===== config.mk =====
export PLATFORM = sky130hd
export DESIGN_NAME = yutorina_rom_arbiter_flat
export DESIGN_NICKNAME = d
export VERILOG_FILES = /design/src/rtl/yutorina_rom_arbiter_if.sv /design/src/rtl/yutorina_rom_arbiter.sv /design/src/flat_wrapper.sv
export SDC_FILE = /design/constraint.sdc
export NUM_CORES = 1
export LEC_CHECK = 0
export ABC_AREA = 1
export CAP_MARGIN = 5
export CORE_MARGIN = 2
export CORE_UTILIZATION = 44
export DETAILED_ROUTE_END_ITERATION = 12
export PLACE_DENSITY = 0.81
export SKIP_CTS_REPAIR_TIMING = 1
export SYNTH_ARGS = -nofsm -noshare
export SYNTH_HDL_FRONTEND = slang
export SYNTH_SLANG_ARGS = --single-unit

===== constraint.sdc =====
create_clock -name clk -period 3.1 [get_ports clk]
set_input_delay 0.465 -clock clk [delete_from_list [all_inputs] [get_ports clk]]
set_output_delay 0.465 -clock clk [all_outputs]
set_load 0.05 [all_outputs]

===== src/rtl/yutorina_rom_arbiter_if.sv =====
// Bus bundle between the two ROM masters, the arbiter and the ROM slave.
// The arbiter connects through the slave modport; the environment uses master.
interface yutorina_rom_arbiter_if #(
  parameter int unsigned ADDR_W = 11,
  parameter int unsigned DATA_W = 32
);
  // master 0 (instruction fetch)
  logic              m0_as_;
  logic [ADDR_W-1:0] m0_addr;
  logic [DATA_W-1:0] m0_rd_data;
  logic              m0_rdy_;
  logic              m0_err;
  // master 1 (data / boot loader)
  logic              m1_as_;
  logic [ADDR_W-1:0] m1_addr;
  logic [DATA_W-1:0] m1_rd_data;
  logic              m1_rdy_;
  logic              m1_err;
  // ROM slave
  logic              rom_cs_;
  logic              rom_as_;
  logic [ADDR_W-1:0] rom_addr;
  logic [DATA_W-1:0] rom_rd_data;
  logic              rom_rdy_;
  // status
  logic              busy;

  modport slave (
    input  m0_as_, m0_addr, m1_as_, m1_addr, rom_rd_data, rom_rdy_,
    output m0_rd_data, m0_rdy_, m0_err, m1_rd_data, m1_rdy_, m1_err,
           rom_cs_, rom_as_, rom_addr, busy
  );

  modport master (
    output m0_as_, m0_addr, m1_as_, m1_addr, rom_rd_data, rom_rdy_,
    input  m0_rd_data, m0_rdy_, m0_err, m1_rd_data, m1_rdy_, m1_err,
           rom_cs_, rom_as_, rom_addr, busy
  );
endinterface


===== src/rtl/yutorina_rom_arbiter.sv =====
// Two-master arbiter and access sequencer for the on-chip ROM.
// Config macro: ROM_ARB_FIXED_PRIO_EN -- when defined master 0 always wins a
// contended arbitration; otherwise arbitration is round-robin.
module yutorina_rom_arbiter #(
  parameter int unsigned ADDR_W  = 11,
  parameter int unsigned DATA_W  = 32,
  parameter int unsigned TIMEOUT = 15
) (
  input logic                   clk,
  input logic                   rst,
  yutorina_rom_arbiter_if.slave bus
);

  localparam int unsigned      CNT_W    = $clog2(TIMEOUT + 1);
  localparam logic [CNT_W-1:0] CNT_LAST = CNT_W'(TIMEOUT - 1);

  typedef enum logic [1:0] {IDLE, ISSUE, WAIT, DONE} state_t;

  state_t            state_q, state_d;
  logic              grant_q, grant_d;
  logic [CNT_W-1:0]  cnt_q, cnt_d;
  logic [ADDR_W-1:0] addr_q, addr_d;
  logic [DATA_W-1:0] m0_data_q, m0_data_d, m1_data_q, m1_data_d;
  logic              m0_err_q, m0_err_d, m1_err_q, m1_err_d;
  logic              rom_sel_q, rom_sel_d;
  logic              m0_rdy_q, m0_rdy_d, m1_rdy_q, m1_rdy_d;
  logic              busy_q, busy_d;
`ifndef ROM_ARB_FIXED_PRIO_EN
  logic              last_grant_q, last_grant_d;
`endif
  logic              pick_m1;
  logic              resp_load;
  logic [DATA_W-1:0] resp_data;
  logic              resp_err;

  // State and registered outputs
  always_ff @(posedge clk or posedge rst) begin
    if (rst) begin
      state_q      <= IDLE;
      grant_q      <= 1'b0;
      cnt_q        <= '0;
      addr_q       <= '0;
      m0_data_q    <= '0;
      m1_data_q    <= '0;
      m0_err_q     <= 1'b0;
      m1_err_q     <= 1'b0;
      rom_sel_q    <= 1'b1;
      m0_rdy_q     <= 1'b1;
      m1_rdy_q     <= 1'b1;
      busy_q       <= 1'b0;
`ifndef ROM_ARB_FIXED_PRIO_EN
      last_grant_q <= 1'b1;
`endif
    end else begin
      state_q      <= state_d;
      grant_q      <= grant_d;
      cnt_q        <= cnt_d;
      addr_q       <= addr_d;
      m0_data_q    <= m0_data_d;
      m1_data_q    <= m1_data_d;
      m0_err_q     <= m0_err_d;
      m1_err_q     <= m1_err_d;
      rom_sel_q    <= rom_sel_d;
      m0_rdy_q     <= m0_rdy_d;
      m1_rdy_q     <= m1_rdy_d;
      busy_q       <= busy_d;
`ifndef ROM_ARB_FIXED_PRIO_EN
      last_grant_q <= last_grant_d;
`endif
    end
  end

  // Next state, arbitration, response capture; outputs follow the next state
  always_comb begin
    state_d   = state_q;
    grant_d   = grant_q;
    cnt_d     = cnt_q;
    addr_d    = addr_q;
    m0_data_d = m0_data_q;
    m1_data_d = m1_data_q;
    m0_err_d  = m0_err_q;
    m1_err_d  = m1_err_q;
    pick_m1   = 1'b0;
    resp_load = 1'b0;
    resp_data = '0;
    resp_err  = 1'b0;
`ifndef ROM_ARB_FIXED_PRIO_EN
    last_grant_d = last_grant_q;
`endif

    unique case (state_q)
      IDLE: begin
        if (!bus.m0_as_ || !bus.m1_as_) begin
`ifdef ROM_ARB_FIXED_PRIO_EN
          pick_m1 = bus.m0_as_;
`else
          pick_m1      = !bus.m1_as_ && (bus.m0_as_ || !last_grant_q);
          last_grant_d = pick_m1;
`endif
          grant_d = pick_m1;
          addr_d  = pick_m1 ? bus.m1_addr : bus.m0_addr;
          state_d = ISSUE;
        end
      end
      ISSUE: begin
        cnt_d   = '0;
        state_d = WAIT;
      end
      WAIT: begin
        if (!bus.rom_rdy_) begin
          resp_load = 1'b1;
          resp_data = bus.rom_rd_data;
          state_d   = DONE;
        end else if (cnt_q == CNT_LAST) begin
          // TIMEOUT WAIT cycles elapsed without an answer
          resp_load = 1'b1;
          resp_err  = 1'b1;
          state_d   = DONE;
        end else begin
          cnt_d = cnt_q + CNT_W'(1);
        end
      end
      DONE: begin
        state_d = IDLE;
      end
    endcase

    if (resp_load) begin
      if (grant_q) begin
        m1_data_d = resp_data;
        m1_err_d  = resp_err;
      end else begin
        m0_data_d = resp_data;
        m0_err_d  = resp_err;
      end
    end

    rom_sel_d = (state_d != ISSUE);
    m0_rdy_d  = !((state_d == DONE) && !grant_d);
    m1_rdy_d  = !((state_d == DONE) && grant_d);
    busy_d    = (state_d != IDLE);
  end

  assign bus.rom_cs_    = rom_sel_q;
  assign bus.rom_as_    = rom_sel_q;
  assign bus.rom_addr   = addr_q;
  assign bus.m0_rd_data = m0_data_q;
  assign bus.m0_err     = m0_err_q;
  assign bus.m0_rdy_    = m0_rdy_q;
  assign bus.m1_rd_data = m1_data_q;
  assign bus.m1_err     = m1_err_q;
  assign bus.m1_rdy_    = m1_rdy_q;
  assign bus.busy       = busy_q;

endmodule

===== src/flat_wrapper.sv =====
// flat-port wrapper written by rule: the top's interface ports become plain ports
module yutorina_rom_arbiter_flat 
#(
  parameter int unsigned ADDR_W  = 11,
  parameter int unsigned DATA_W  = 32,
  parameter int unsigned TIMEOUT = 15
)
  (clk, rst, bus_m0_as_, bus_m0_addr, bus_m1_as_, bus_m1_addr, bus_rom_rd_data, bus_rom_rdy_, bus_m0_rd_data, bus_m0_rdy_, bus_m0_err, bus_m1_rd_data, bus_m1_rdy_, bus_m1_err, bus_rom_cs_, bus_rom_as_, bus_rom_addr, bus_busy);
  yutorina_rom_arbiter_if #(.ADDR_W(ADDR_W), .DATA_W(DATA_W)) bus_i ();
  input logic clk;
  input logic rst;
  input wire logic [$bits(bus_i.m0_as_)-1:0] bus_m0_as_;
  input wire logic [$bits(bus_i.m0_addr)-1:0] bus_m0_addr;
  input wire logic [$bits(bus_i.m1_as_)-1:0] bus_m1_as_;
  input wire logic [$bits(bus_i.m1_addr)-1:0] bus_m1_addr;
  input wire logic [$bits(bus_i.rom_rd_data)-1:0] bus_rom_rd_data;
  input wire logic [$bits(bus_i.rom_rdy_)-1:0] bus_rom_rdy_;
  output wire logic [$bits(bus_i.m0_rd_data)-1:0] bus_m0_rd_data;
  output wire logic [$bits(bus_i.m0_rdy_)-1:0] bus_m0_rdy_;
  output wire logic [$bits(bus_i.m0_err)-1:0] bus_m0_err;
  output wire logic [$bits(bus_i.m1_rd_data)-1:0] bus_m1_rd_data;
  output wire logic [$bits(bus_i.m1_rdy_)-1:0] bus_m1_rdy_;
  output wire logic [$bits(bus_i.m1_err)-1:0] bus_m1_err;
  output wire logic [$bits(bus_i.rom_cs_)-1:0] bus_rom_cs_;
  output wire logic [$bits(bus_i.rom_as_)-1:0] bus_rom_as_;
  output wire logic [$bits(bus_i.rom_addr)-1:0] bus_rom_addr;
  output wire logic [$bits(bus_i.busy)-1:0] bus_busy;
  assign bus_i.m0_as_ = bus_m0_as_;
  assign bus_i.m0_addr = bus_m0_addr;
  assign bus_i.m1_as_ = bus_m1_as_;
  assign bus_i.m1_addr = bus_m1_addr;
  assign bus_i.rom_rd_data = bus_rom_rd_data;
  assign bus_i.rom_rdy_ = bus_rom_rdy_;
  assign bus_m0_rd_data = bus_i.m0_rd_data;
  assign bus_m0_rdy_ = bus_i.m0_rdy_;
  assign bus_m0_err = bus_i.m0_err;
  assign bus_m1_rd_data = bus_i.m1_rd_data;
  assign bus_m1_rdy_ = bus_i.m1_rdy_;
  assign bus_m1_err = bus_i.m1_err;
  assign bus_rom_cs_ = bus_i.rom_cs_;
  assign bus_rom_as_ = bus_i.rom_as_;
  assign bus_rom_addr = bus_i.rom_addr;
  assign bus_busy = bus_i.busy;
  yutorina_rom_arbiter #(.ADDR_W(ADDR_W), .DATA_W(DATA_W), .TIMEOUT(TIMEOUT)) u_core (.clk(clk), .rst(rst), .bus(bus_i));
endmodule

After elaboration in Yosys (flattened, before gate mapping):

Index checks and enable logic that the tools add are counted.
Widths: inputs -> output; s select.

* multiplexer cells: 17
* add/subtract/negate cells: 1
* bitwise operators: 1
* reduce and logical (&&, ||, !) cells: 18
* equality and inequality tests: 8

Operators by type and width (count)
* $mux 32: 2
* $mux 11: 1
* $mux 4: 2
* $pmux 2 s4: 1
* $pmux 4 s2: 1
* $mux 1: 7
* $eq 2x2->1 const B: 3
* $logic_not 1->1: 6
* $mux 2: 3
* $reduce_and 2->1: 3
* $add 4x1->4 const B: 1
* $eq 4x4->1 const B: 1
* $ne 2x2->1 const B: 2
* $reduce_bool 2->1: 2
* $logic_and 1x1->1: 3
* $reduce_and 3->1: 1
* $eq 2x1->1 const B: 1
* $logic_not 2->1: 1
* $logic_or 1x1->1: 2
* $ne 2x1->1 const B: 1
* $not 1->1: 1

* input bits: 59
* output and inout port bits: 82
* logic and storage cells: 58
* flip-flop bits (word level): 89

Depth between registers and ports, before layout:

* word-level depth: 8
* mapped depth: 11
* mapped depth without buffers: 9

Least setup slack after synthesis:

OpenSTA, ideal clock, no wires.

* kind: reg-to-reg
* start: reg u_core.state_q[0]
* end: reg u_core.m1_data_q[10], in the netlist u_core.bus.m1_rd_data[10]
* setup time: 136 ps
* arrival: 1359 ps
* data required time: 2964 ps
* path buffers: 2
* slack: 1605 ps
* clock period less this slack: 1495 ps
* stages on the path, launching flop included: 12
* path through: dfrtp_1 inv_1 ha_1 buf_4 inv_2 nor2_8 inv_2 nand2_4 nand2_4 buf_6 nand2_1 o21ai_0

* longest elaborated chain between the ends: 3
* elaborated cells on any way between the ends: 4
* those cells by class: 1 x eq/ne; 2 x mux; 1 x reduce/logical

Ends and longest elaborated chain
* start: declaration: RTL line yutorina_rom_arbiter.sv:19 `state_t state_q, state_d;`
* start signal: assignment: RTL line yutorina_rom_arbiter.sv:55 `state_q <= state_d;`
* $eq 2x2->1 *: RTL line yutorina_rom_arbiter.sv:91 `unique case (state_q)`
* $mux 1: RTL line yutorina_rom_arbiter.sv:91
* $reduce_and 2->1 (no line)
* end signal: assignment: RTL line yutorina_rom_arbiter.sv:60 `m1_data_q <= m1_data_d;`
* end: declaration: RTL line yutorina_rom_arbiter.sv:23 `logic [DATA_W-1:0] m0_data_q, m0_data_d, m1_data_q, m1_data_d;`

Mark *: on every way between the ends. The rest lies on a longest branch, timed or not.
A chain may end at the register's enable or synchronous reset.

Worst setup path in the final report:

* start: reg u_core.m0_rdy_q, in the netlist u_core.bus.m0_rdy_
* end: out bus_m0_rdy_

RTL lines
* start: declaration: RTL line yutorina_rom_arbiter.sv:26 `logic m0_rdy_q, m0_rdy_d, m1_rdy_q, m1_rdy_d;`
* start signal: assignment: RTL line yutorina_rom_arbiter.sv:64 `m0_rdy_q <= m0_rdy_d;`
* end: declaration: RTL line flat_wrapper.sv:19 `output wire logic [$bits(bus_i.m0_rdy_)-1:0] bus_m0_rdy_;`

No word-level cell between the ends.

==> impl_metrics.py <==
metrics = {
    "status": {
        "status": "finished clean",
    },
    "worst_hold_path": {
        "hold_path.class": "flip-flop to flip-flop",
        "min_from": "u_core.last_grant_q",
        "hold_path_depth": 2,
    },
    "setup_path": {
        "path_cells": "clkdlybuf4s50_1",
        "crit_required_ns": 2.63,
        "crit_family": "buffers and inverters",
        "cp_num_buf_inv": 1,
        "r2r_start": "u_core.state_q[0]",
        "cp-startpoint": "u_core.bus.m0_rdy_",
        "crit_path_end_kind": "primary output",
        "cp.arrival_ns": 1.67,
        "cp.depth": 1,
        "slowest_stage": "clkdlybuf4s50_1",
        "slowest_delay_ns": 0.81,
        "crit_fanout": 1,
        "crit_type": "flip-flop to primary output",
        "ff2ff_path_depth": 7,
        "critPathLaunchType": "flip-flop",
    },
    "sta": {
        "slew_headroom_pct": 53.7,
        "report.final.slew_viol_count": 0,
        "fmax_mhz": 468,
        "clock_skew_ns": 0.0121,
        "whs_ns": 0.471,
        "setup_violations": 0,
        "rsz0062_at_grt": "no",
        "fin_crit_ns": 2.14,
        "fin_crit_sh_pct": 68.9,
        "finalWorstSetupSlack_ns": 0.963,
        "finalHoldViolations": 0,
        "tightest_slew_ns": 0.695,
        "tns_ns": 0,
    },
    "routing": {
        "route.vias.total": 3227,
        "routed_wl_um": 9200,
        "first_pass_iters": 4,
        "vias_per_cell": 4.95,
        "drc": 0,
        "wl_per_cell_um": 14.1,
        "drt-initial-drc-count": 129,
        "ant_nets": 0,
    },
    "pwr": {
        "finalPower_mw": 6.56,
        "peakVddDrop_mv": 0.554,
        "p_leak_nw": 2.46,
        "p_per_area_nw_per_um2": 1230,
    },
    "floorplan": {
        "design.core.area_um2": 8220,
        "io_pins": 141,
        "die_y_um": 95.9,
        "die-area_um2": 9190,
        "start_util_pct": 45.2,
        "die_x_um": 95.9,
        "rows": 33,
    },
    "clock_network": {
        "cts.sinks": 89,
        "path_clk_slew_ns": 0.09,
        "cts-htree-levels": 3,
        "cts_tree": "built",
        "cts_buffers": 9,
        "cts-root-buf": "clkbuf_8",
        "cts_buffer_depth": 2,
        "clock_latency_ns": 0.34,
    },
    "synth": {
        "synthesis.area_um2": 3710,
        "synth.net_count": 474,
        "syn-instance-count": 409,
        "synth_seq_cells": 89,
        "synth_cell_types": 19,
        "ys_seq_area_share_pct": 60.1,
        "ys_warn_count": 0,
        "synth.avg_cell_area_um2": 9.08,
    },
    "global_routing": {
        "grt_pass1_vias": 3053,
        "grtUsageTotal_pct": 20.3,
        "grt_overflow": 0,
        "grt_pass1_wl_um": 14400,
        "grt_max_degree": 90,
        "antenna_found_initial": 0,
    },
    "placement": {
        "dp_hpwl_um": 6440,
        "portBuffers": 140,
        "pre_cts_ws_ns": 1.04,
        "place_area_um2": 5150,
        "gp_congestion": 0.756,
    },
    "cells_and_area": {
        "syn_to_final_growth_pct": 43.3,
        "layout-drive-gt1-share_pct": 6.40,
        "final_area_um2": 5330,
        "nets": 607,
        "antenna_cells": 0,
    },
    "flow_run": {
        "maxCapViolCount": 0,
    },
}
[stage by stage]
step	cells	utilization, %
floorplan	409	-
global placement	636	62.6
detailed placement	636	62.6
CTS	652	64.8
global route	652	64.8
finish	652	64.8
[final timing paths]
| check | end | slack (ns) |
|---|---|---|
| worst max register to register | u_core.bus.m1_rd_data[2] | 1.23 |
| worst min register to register | u_core.last_grant_q | 0.47 |
| worst max-delay path | bus_m0_rdy_ | 0.96 |
| max in group asynchronous | u_core.bus.rom_as_ | 2.16 |
| worst min-delay path | u_core.last_grant_q | 0.47 |
| min in group asynchronous | u_core.bus.m0_rd_data[18] | 0.52 |
[cells in the mapped netlist, drive strengths merged]
master / n / area [um2]
ha: 6 / 75.1
inv: 28 / 105
nand4: 4 / 25.0
or2: 2 / 12.5
o21ai: 81 / 405
nand2: 157 / 614
buf: 15 / 118
nand3: 8 / 40.0
clkbuf: 7 / 26.3
dfstp: 4 / 105
dfrtp: 85 / 2130
nor2: 12 / 61.3
[layout make-up]
cell class                      count  area (um2)
Inverter                           28         106
Clock buffer                       10         138
Clock inverter                      6        40.0
Tap cell                          105         131
Multi-Input combinational cell    270        1230
Sequential cell                    89        2230
Fill cell                         695        2890
Timing Repair Buffer              144        1440
[state kept, by name, summed over array words and instances, names as in the netlist, 2 cells and up]
name and count:
u_core.bus.m1_rd_data 32, u_core.bus.m0_rd_data 32, u_core.state_q 2, u_core.bus.rom_addr 11, u_core.cnt_q 4
[power breakdown]
group	internal, mW	switching (mW)
logic	1.20	2.63
clock network	0.315	0.401
registers	1.69	0.330
[cell usage in the layout (no fill, tap or decap)]
cell             instances
clkinvlp_4               1
inv_1                   24
clkdlybuf4s50_1        140
inv_6                    2
nand3_1                  8
nand2_4                  3
or2_2                    2
buf_12                   1
nand2_2                  1
nor2_1                  11
dfstp_2                  4
dfrtp_1                 85
nand2_1                153
ha_1                     6
o21ai_0                 27
nand4_1                  4
o21ai_1                 54
inv_2                    3
nor2_8                   1
clkbuf_8                10
clkinv_2                 4
buf_4                    3
[cell families (layout without fill, tap and decap cells)]
kind of cell,after synthesis,after routing,synth area share (%)
AO/OA/AOI/OAI,81,81,10.9
adder cells (fa/ha/maj),6,6,2.02
buffers and inverters,50,188,6.70
flip-flops,89,89,60.1
AND/OR/NAND/NOR,183,183,20.3
[layer usage]
metal	vias up	routed length (um)	track usage, %
met5	-	0	0
met4	0	108	7.26
met3	7	445	2.66
met2	99	4770	35.2
met1	1567	3880	26.1
li1	1554	-	-
Power figures use the tool's default switching activity.
